## src/rtl/stopwatch_pkg.sv

```systemverilog
// stopwatch_pkg: shared definitions for the stopwatch control sequencer.
//   state_t   - FSM state encoding, also driven onto the LED state outputs
//   KEY_*     - bit positions of the individual push-buttons inside KEY
package stopwatch_pkg;

  typedef enum logic [1:0] {
    IDLE  = 2'b00,
    RUN   = 2'b01,
    LAP   = 2'b10,
    PAUSE = 2'b11
  } state_t;

  localparam int KEY_START = 0;
  localparam int KEY_LAP   = 1;
  localparam int KEY_CLEAR = 2;

endpackage

```

## src/rtl/stopwatch_ctrl_key_debounce.sv

```systemverilog
// key_debounce: conditions one raw active-low push-button.
//   i_clk    - system clock, rising edge
//   i_rst    - asynchronous active-high reset
//   i_key_n  - raw button level (0 = pressed), asynchronous to i_clk
//   o_press  - one-cycle pulse when the debounced level falls 1->0
// The debounced level only follows the synchronized input once it has
// disagreed with the current level for DEBOUNCE_CYCLES cycles in a row.
module key_debounce
  import stopwatch_pkg::*;
#(
  parameter int DEBOUNCE_CYCLES = 1000000
) (
  input  logic i_clk,
  input  logic i_rst,
  input  logic i_key_n,
  output logic o_press
);

  localparam int CW = $clog2(DEBOUNCE_CYCLES + 1);
  localparam logic [CW-1:0] CNT_LAST = CW'(DEBOUNCE_CYCLES - 1);

  logic          r_sync0;
  logic          r_sync1;
  logic          r_level;
  logic          r_level_d;
  logic          r_press;
  logic [CW-1:0] r_cnt;

  always_ff @(posedge i_clk or posedge i_rst) begin
    if (i_rst) begin
      r_sync0   <= 1'b1;
      r_sync1   <= 1'b1;
      r_level   <= 1'b1;
      r_level_d <= 1'b1;
      r_press   <= 1'b0;
      r_cnt     <= '0;
    end else begin
      r_sync0   <= i_key_n;
      r_sync1   <= r_sync0;
      r_level_d <= r_level;
      // Falling edge of the debounced level only; releases are silent.
      r_press   <= r_level_d & ~r_level;
      // Any cycle agreeing with the current level restarts the run.
      if (r_sync1 != r_level) begin
        if (r_cnt == CNT_LAST) begin
          r_level <= r_sync1;
          r_cnt   <= '0;
        end else begin
          r_cnt <= r_cnt + 1'b1;
        end
      end else begin
        r_cnt <= '0;
      end
    end
  end

  assign o_press = r_press;

endmodule

```

## src/rtl/stopwatch_ctrl.sv

```systemverilog
// stopwatch_ctrl: start/stop/lap/clear sequencer for the BCD stopwatch.
//   CLOCK_50 - system clock, rising edge
//   reset    - asynchronous active-high reset
//   KEY[2:0] - raw active-low buttons: [0] start/stop, [1] lap, [2] clear
//   tick     - one-cycle increment enable to the BCD counter
//   clear    - one-cycle synchronous clear to the BCD counter
//   hold     - display latch frozen while high (LAP state)
//   state    - current FSM state, drives the LEDs
module stopwatch_ctrl
  import stopwatch_pkg::*;
#(
  parameter int TICK_DIV        = 500000,
  parameter int DEBOUNCE_CYCLES = 1000000
) (
  input  logic       CLOCK_50,
  input  logic       reset,
  input  logic [2:0] KEY,
  output logic       tick,
  output logic       clear,
  output logic       hold,
  output logic [1:0] state
);

  localparam int PW = $clog2(TICK_DIV);
  localparam logic [PW-1:0] PRESC_LAST = PW'(TICK_DIV - 1);

  logic [2:0]    w_press;
  logic          w_start;
  logic          w_lap;
  logic          w_clr;
  logic          w_counting;
  logic [PW-1:0] w_presc_inc;

  state_t        r_state;
  logic [PW-1:0] r_presc;
  logic          r_tick;
  logic          r_clear;
  logic          r_hold;

  for (genvar g = 0; g < 3; g++) begin : g_key
    key_debounce #(
      .DEBOUNCE_CYCLES(DEBOUNCE_CYCLES)
    ) u_db (
      .i_clk  (CLOCK_50),
      .i_rst  (reset),
      .i_key_n(KEY[g]),
      .o_press(w_press[g])
    );
  end

  assign w_start     = w_press[KEY_START];
  assign w_lap       = w_press[KEY_LAP];
  assign w_clr       = w_press[KEY_CLEAR];
  assign w_counting  = (r_state == RUN) || (r_state == LAP);
  assign w_presc_inc = (r_presc == PRESC_LAST) ? '0 : r_presc + 1'b1;

  always_ff @(posedge CLOCK_50 or posedge reset) begin
    if (reset) begin
      r_state <= IDLE;
      r_presc <= '0;
      r_tick  <= 1'b0;
      r_clear <= 1'b0;
      r_hold  <= 1'b0;
    end else begin
      r_tick  <= 1'b0;
      r_clear <= 1'b0;
      // Counting uses the pre-transition state, so a key event landing on
      // the wrap edge still delivers that tick. tick is high exactly while
      // the prescaler sits at its last value.
      if (w_counting) begin
        r_presc <= w_presc_inc;
        r_tick  <= (w_presc_inc == PRESC_LAST);
      end
      // Event priority within each state: clear > start > lap.
      case (r_state)
        IDLE: begin
          if (w_clr) begin
            r_clear <= 1'b1;
            r_presc <= '0;
          end else if (w_start) begin
            r_state <= RUN;
          end
        end
        RUN: begin
          if (w_start) begin
            r_state <= PAUSE;
          end else if (w_lap) begin
            r_state <= LAP;
            r_hold  <= 1'b1;
          end
        end
        LAP: begin
          if (w_start) begin
            r_state <= PAUSE;
            r_hold  <= 1'b0;
          end else if (w_lap) begin
            r_state <= RUN;
            r_hold  <= 1'b0;
          end
        end
        PAUSE: begin
          if (w_clr) begin
            r_clear <= 1'b1;
            r_presc <= '0;
            r_state <= IDLE;
          end else if (w_start) begin
            r_state <= RUN;
          end
        end
        default: begin
          r_state <= IDLE;
          r_hold  <= 1'b0;
        end
      endcase
    end
  end

  assign tick  = r_tick;
  assign clear = r_clear;
  assign hold  = r_hold;
  assign state = r_state;

endmodule
```

## config.mk

```make
export PLATFORM = sky130hd
export DESIGN_NAME = stopwatch_ctrl
export DESIGN_NICKNAME = d
export VERILOG_FILES = /design/src/rtl/stopwatch_pkg.sv /design/src/rtl/stopwatch_ctrl_key_debounce.sv /design/src/rtl/stopwatch_ctrl.sv
export SDC_FILE = /design/constraint.sdc
export NUM_CORES = 1
export LEC_CHECK = 0
export BUFFER_PORTS_ARGS = -buffer_cell sky130_fd_sc_hd__buf_2
export CORE_MARGIN = 4
export CORE_UTILIZATION = 40
export DETAILED_ROUTE_END_ITERATION = 16
export PLACE_DENSITY = 0.69
export SLEW_MARGIN = 20
export SYNTH_ARGS = -nofsm -noshare
export SYNTH_HDL_FRONTEND = slang
export SYNTH_SLANG_ARGS = --single-unit
```

## constraint.sdc

```tcl
create_clock -name CLOCK_50 -period 2.6 [get_ports CLOCK_50]
set_input_delay 0.13 -clock CLOCK_50 [delete_from_list [all_inputs] [get_ports CLOCK_50]]
set_output_delay 0.13 -clock CLOCK_50 [all_outputs]
set_load 0.01 [all_outputs]
```

==> metrics.cfg, run 1 <==
[cts]
clock_latency_ps=350
cts_tree=built
htree_num_levels=3
post-cts-setup-buffers=0
clockRootBuffer=clkbuf_16
clock_path_buffers=2
clk_pin_slew_ps=70
cts-buffers-inserted=9
cts.sinks=99

[logic_synthesis]
yosysSeqAreaShare_pct=50.5
synth_cell_type_count=52
avgSynthCellArea_um2=9.75
netlist_instances=506
synth_seq_cells=99
synth_fp_nets=520
synth_edf_count=0
yosys_warnings=0
synth-main-ff-cell=dfrtp_1
netlist_area_um2=4930
async_flop_share_pct=100

[critical_path]
crit_path_end_kind=register
reg2reg_setup_slack_ps=270
startpoint_type=register
path_max_fanout=7
regToRegEndpoint=r_presc[16]$_DFF_PP0_
r2r_start=r_presc[0]$_DFF_PP0_
crit_chain=ha_1 -> nand4_2 -> or4_1 -> or2_1 -> a21o_1 -> a22o_1
slowest_stage=or4_1
cp.required_ps=2830
arrival_ps=2560
reg2regPathDepth=6
path_class=register to register
crit_path_max_incr_delay_ps=680

[global_route]
grt_usage_pct=13.4
grt_overflow=0
grt_pass1_vias=3567
grt_start_max_net_pins=53
antenna_found_initial=0
grt_pass1_wl_um=16100

[floorplanning]
die-width_um=119
die_area_um2=14200
core_area_um2=12100
io_pins=10
die_h_um=119
rows=40
initial_core_util_pct=40.9

[hold_path]
min_path_cells=0
min_path_type=register to register
hold_end=g_key[0].u_db.r_sync1$_DFF_PP1_
hp-start=g_key[0].u_db.r_sync0$_DFF_PP1_

[pwr]
ir_worst_vdd_mv=0.431
power_density_nw_per_um2=538
p_leak_nw=2.24

[timing]
rsz0062_at_grt=false
slew-limit-headroom_pct=52.9
clock_skew_ps=9.14
worst_slew_pin_slew_ps=701
layout_min_cycle_time_ps=2330
fmax_mhz=429
finalMaxSlewViolations=0
period_share_pct=89.7
finalHoldViolations=0
tns_ps=0
setup_violations=0
holdWs_ps=361

[route]
wirelength_um=8890
dr_total_vias=3541
drc_errors=0
ant_nets=0
wire_per_inst_um=12.8
drt-initial-drc-count=129
dr.pass1.iters=6
via_per_inst=5.11

[status]
status=finished, final reports clean

[cells_and_area]
layout.nets=534
drive_gt1_share_pct=10.9
layout_commonest_cell=dfrtp_1
mostFrequentLayoutCells=dfrtp_1 (87), nor2_1 (84), xnor2_1 (41), nand2_1 (38), nand3_1 (30)
area_growth_pct=11.0
antenna_cells=0

[placement]
hpwl_um=5990
gp_congestion=0.859
io_buffers=9

[run]
cap_violations=0

==> routing by layer <==
metal	up-vias	part of all wire (%)	global-route usage, %
met5	-	0	0
met4	0	1.3	3.98
met3	12	2.7	3.66
met2	38	49	22.7
met1	1730	48	16.8
li1	1761	-	-
==> flip-flops by register name, indices dropped and copies added, names as in the netlist <==
name,flops
r_presc,19
g_key.u_db.r_sync0,3
clear,1
tick,1
g_key.u_db.o_press,3
g_key.u_db.r_level,3
g_key.u_db.r_level_d,3
state,2
hold,1
g_key.u_db.r_sync1,3
g_key.u_db.r_cnt,60
==> critical path, delay by kind of cell (launching register included) <==
family                     cells  cell delay [ps]
DFF                            1              400
adders and majority gates      1              270
AOI/OAI and AO/OA              2              410
and+or+nand+nor                3             1140
==> how the worst max path moves through the flow <==
stage                                    start                    end  slack, ps  depth (start not counted)
final                     r_presc[0]$_DFF_PP0_  r_presc[16]$_DFF_PP0_        270                          6
after global routing      r_presc[0]$_DFF_PP0_         tick$_DFF_PP0_        170                          6
after CTS                 r_presc[0]$_DFF_PP0_  r_presc[16]$_DFF_PP0_        270                          6
after detailed placement  r_presc[0]$_DFF_PP0_  r_presc[16]$_DFF_PP0_        310                          6
after global placement    r_presc[0]$_DFF_PP0_  r_presc[16]$_DFF_PP0_        370                          6
after floorplan           r_presc[0]$_DFF_PP0_  r_presc[16]$_DFF_PP0_        460                          7
==> cells by family (layout without fill, tap and decap cells) <==
group | Yosys count | after routing | share of synthesized area (%)
compound gates | 49 | 49 | 6.70
buf+inv | 38 | 57 | 3.68
simple gates | 240 | 240 | 24.0
fa+ha+maj | 9 | 9 | 2.28
xor+xnor | 65 | 65 | 11.5
mux | 6 | 6 | 1.32
flops | 99 | 99 | 50.5
==> Yosys cell counts (6+ instances only) <==
cell / number / area share [%]
inv_1: 22 / 1.7
nand4_1: 15 / 1.9
dfrtp_1: 87 / 44
nor4_1: 14 / 1.8
clkbuf_1: 6 / 0.46
and3_1: 6 / 0.76
nand2_1: 38 / 2.9
ha_1: 9 / 2.3
nand3_1: 30 / 3.0
o21ai_0: 12 / 1.2
dfstp_2: 12 / 6.4
a21oi_1: 8 / 0.81
xnor2_1: 41 / 7.3
xor2_1: 24 / 4.3
nor3_1: 18 / 1.8
a21o_1: 7 / 1.1
a22o_1: 6 / 1.1
or2_2: 6 / 0.76
nor2_1: 84 / 6.4
==> report_power, final <==
group / internal (mW) / switching [mW]
Combinational: 0.0255 / 0.0568
Sequential: 1.56 / 0.0164
Clock: 0.671 / 0.619
Total: 2.26 / 0.692
==> metrics by stage <==
step	area [um^2]	power, mW	utilization, %	std cells	setup slack, ps
2_1_floorplan	4940	1.66	-	506	457
3_3_place_gp	5150	1.68	42.7	673	371
3_5_place_dp	5150	1.69	42.7	673	310
4_1_cts	5480	2.99	45.4	693	274
5_1_grt	5480	3.07	45.4	693	169
6_report	5480	2.95	45.4	693	269
==> what timing repair did <==
item	in CTS	in global routing
hold buffers	4	0
resized for setup	0	0
hold endpoints to repair	24	0
==> area by class of cell <==
type	count	area (um^2)
clock buffer	10	229
clock inverter	6	57.6
fill	1158	6580
inverter	22	86.3
multi-input combinational	369	2260
sequential	99	2490
tap	168	210
timing repair buffer	19	143
(Power assumes the default switching activity.)
==> run 2, diff against run 1 <==
==> constraint.sdc (replaced) <==
create_clock -name CLOCK_50 -period 2.6 [get_ports CLOCK_50]
set_input_delay 0.52 -clock CLOCK_50 [delete_from_list [all_inputs] [get_ports CLOCK_50]]
set_output_delay 0.52 -clock CLOCK_50 [all_outputs]
set_load 0.01 [all_outputs]
==> run 2 against run 1 <==
  * Critical path depth stayed put
  * Global-route usage decreased by 0.091 points
  * Combinational power fell by 6.1%
  * First-iteration DRC count rose by 20%
  * Cell area decreased by 0.73%
  * Die area unchanged
  * Worst hold slack got worse by 130 ps
  * Clock power is essentially flat
  * Routed wire length decreased by 1.1%
  * Non-clock buffer count shrank 4
  * Fmax is 0.15% lower
  * Critical endpoint unchanged
==> metrics.cfg, run 2 (synthesis results as in run 1) <==
[status]
status=finished, final reports clean

[route]
drt-initial-drc-count=155
dr_total_vias=3523
wire_per_inst_um=12.8
drc_errors=0
dr.pass1.iters=4
ant_nets=0
via_per_inst=5.11
wirelength_um=8790

[cells_and_area]
area_growth_pct=10.2
layout_commonest_cell=dfrtp_1
largest_register=g_key.u_db.r_cnt
largest_reg_flops=60
antenna_cells=0
layout.nets=530
drive_gt1_share_pct=10.9
mostFrequentLayoutCells=dfrtp_1 (87), nor2_1 (84), xnor2_1 (41), nand2_1 (38), nand3_1 (30)
utilization_pct=45.1
top_regs=g_key.u_db.r_cnt (60), r_presc (19)

[hold_path]
min_path_type=primary input to asynchronous set/reset pin

[timing]
layout_min_cycle_time_ps=2330
holdWs_ps=229
finalMaxSlewViolations=0
rsz0062_at_grt=false
period_share_pct=89.8
fmax_mhz=428
tns_ps=0
finalHoldViolations=0
worst_slew_pin_slew_ps=701
clock_skew_ps=10.5
setup_violations=0
slew-limit-headroom_pct=52.9

[cts]
clock_path_buffers=2
post-cts-setup-buffers=0
cts-buffers-inserted=9
clk_pin_slew_ps=70
htree_num_levels=3
cts-resized-gates=0
cts.sinks=99
cts_tree=built
ctsHoldBuffers=0
clock_latency_ps=350
clockRootBuffer=clkbuf_16

[global_route]
grt_start_max_net_pins=53
antenna_found_initial=0
grt_overflow=0
grt_usage_pct=13.3
grt_pass1_wl_um=16000
grt_pass1_vias=3565

[floorplanning]
die_h_um=119
io_pins=10
rows=40
die_area_um2=14200
core_area_um2=12100
initial_core_util_pct=40.9
die-width_um=119

[critical_path]
crit_path_max_incr_delay_ps=680
cp.required_ps=2830
arrival_ps=2570
path_class=register to register
slowest_stage=or4_1
path_max_fanout=7
crit_path_end_kind=register
crit_chain=ha_1 -> nand4_2 -> or4_1 -> or2_1 -> a21o_1 -> a22o_1
startpoint_type=register

[placement]
io_buffers=9
hpwl_um=5990
gp_congestion=0.859

[pwr]
p_leak_nw=2.23
ir_worst_vdd_mv=0.426
power_density_nw_per_um2=541
power.total_mw=2.94

[run]
cap_violations=0

run 2: cell types whose count changed in the layout (fill, tap and decap cells not counted):
| cell | delta |
|---|---|
| dlygate4sd3_1 | -4 |
run 2: path summary, 6_finish.rpt:
kind                                                         end  depth (start not counted)  slack [ps]                       startpoint
worst max-delay path                       r_presc[16]$_DFF_PP0_                          6         270             r_presc[0]$_DFF_PP0_
worst min-delay path            g_key[1].u_db.r_cnt[0]$_DFF_PP0_                          2         230                            reset
worst max register to register             r_presc[16]$_DFF_PP0_                          6         270             r_presc[0]$_DFF_PP0_
worst min register to register   g_key[0].u_db.r_sync1$_DFF_PP1_                          0         360  g_key[0].u_db.r_sync0$_DFF_PP1_
max in group asynchronous        g_key[0].u_db.r_sync1$_DFF_PP1_                          3        1650                            reset
min in group CLOCK_50            g_key[0].u_db.r_sync0$_DFF_PP1_                          1         270                           KEY[0]
run 2: layer usage:
layer	share of wire [%]	wire (um)	GRT usage, %
met1	47	4130	16.4
met2	49	4270	22.8
met3	3.1	271	3.66
met4	1.4	121	3.98
met5	0	0	0
run 2: area by class of cell:
class / count / area (um^2)
multi-input cells: 369 / 2260
clock inverters: 6 / 57.6
fillers: 1163 / 6620
clock buffers: 10 / 229
repair buffers: 15 / 103
well taps: 168 / 210
inverters: 22 / 86.3
flip-flops and latches: 99 / 2490
run 2: worst max-delay path: cells and delay by family (launching register included):
kind                       cells  cell delay (ps)
adders and majority gates      1              270
DFF                            1              410
AOI/OAI and AO/OA              2              400
and+or+nand+nor                3             1140
run 2: power breakdown:
group	switching (mW)	internal (mW)
combinational	0.0557	0.0216
sequential	0.0164	1.56
clock	0.619	0.671
total	0.691	2.25
run 2: stage by stage:
| step | worst slack [ps] | cells | area, um^2 |
|---|---|---|---|
| global route | 169 | 689 | 5440 |
| finish | 265 | 689 | 5440 |
| global placement | 371 | 673 | 5150 |
| CTS | 274 | 689 | 5440 |
| detailed placement | 310 | 673 | 5150 |
| floorplan | 457 | 506 | 4940 |
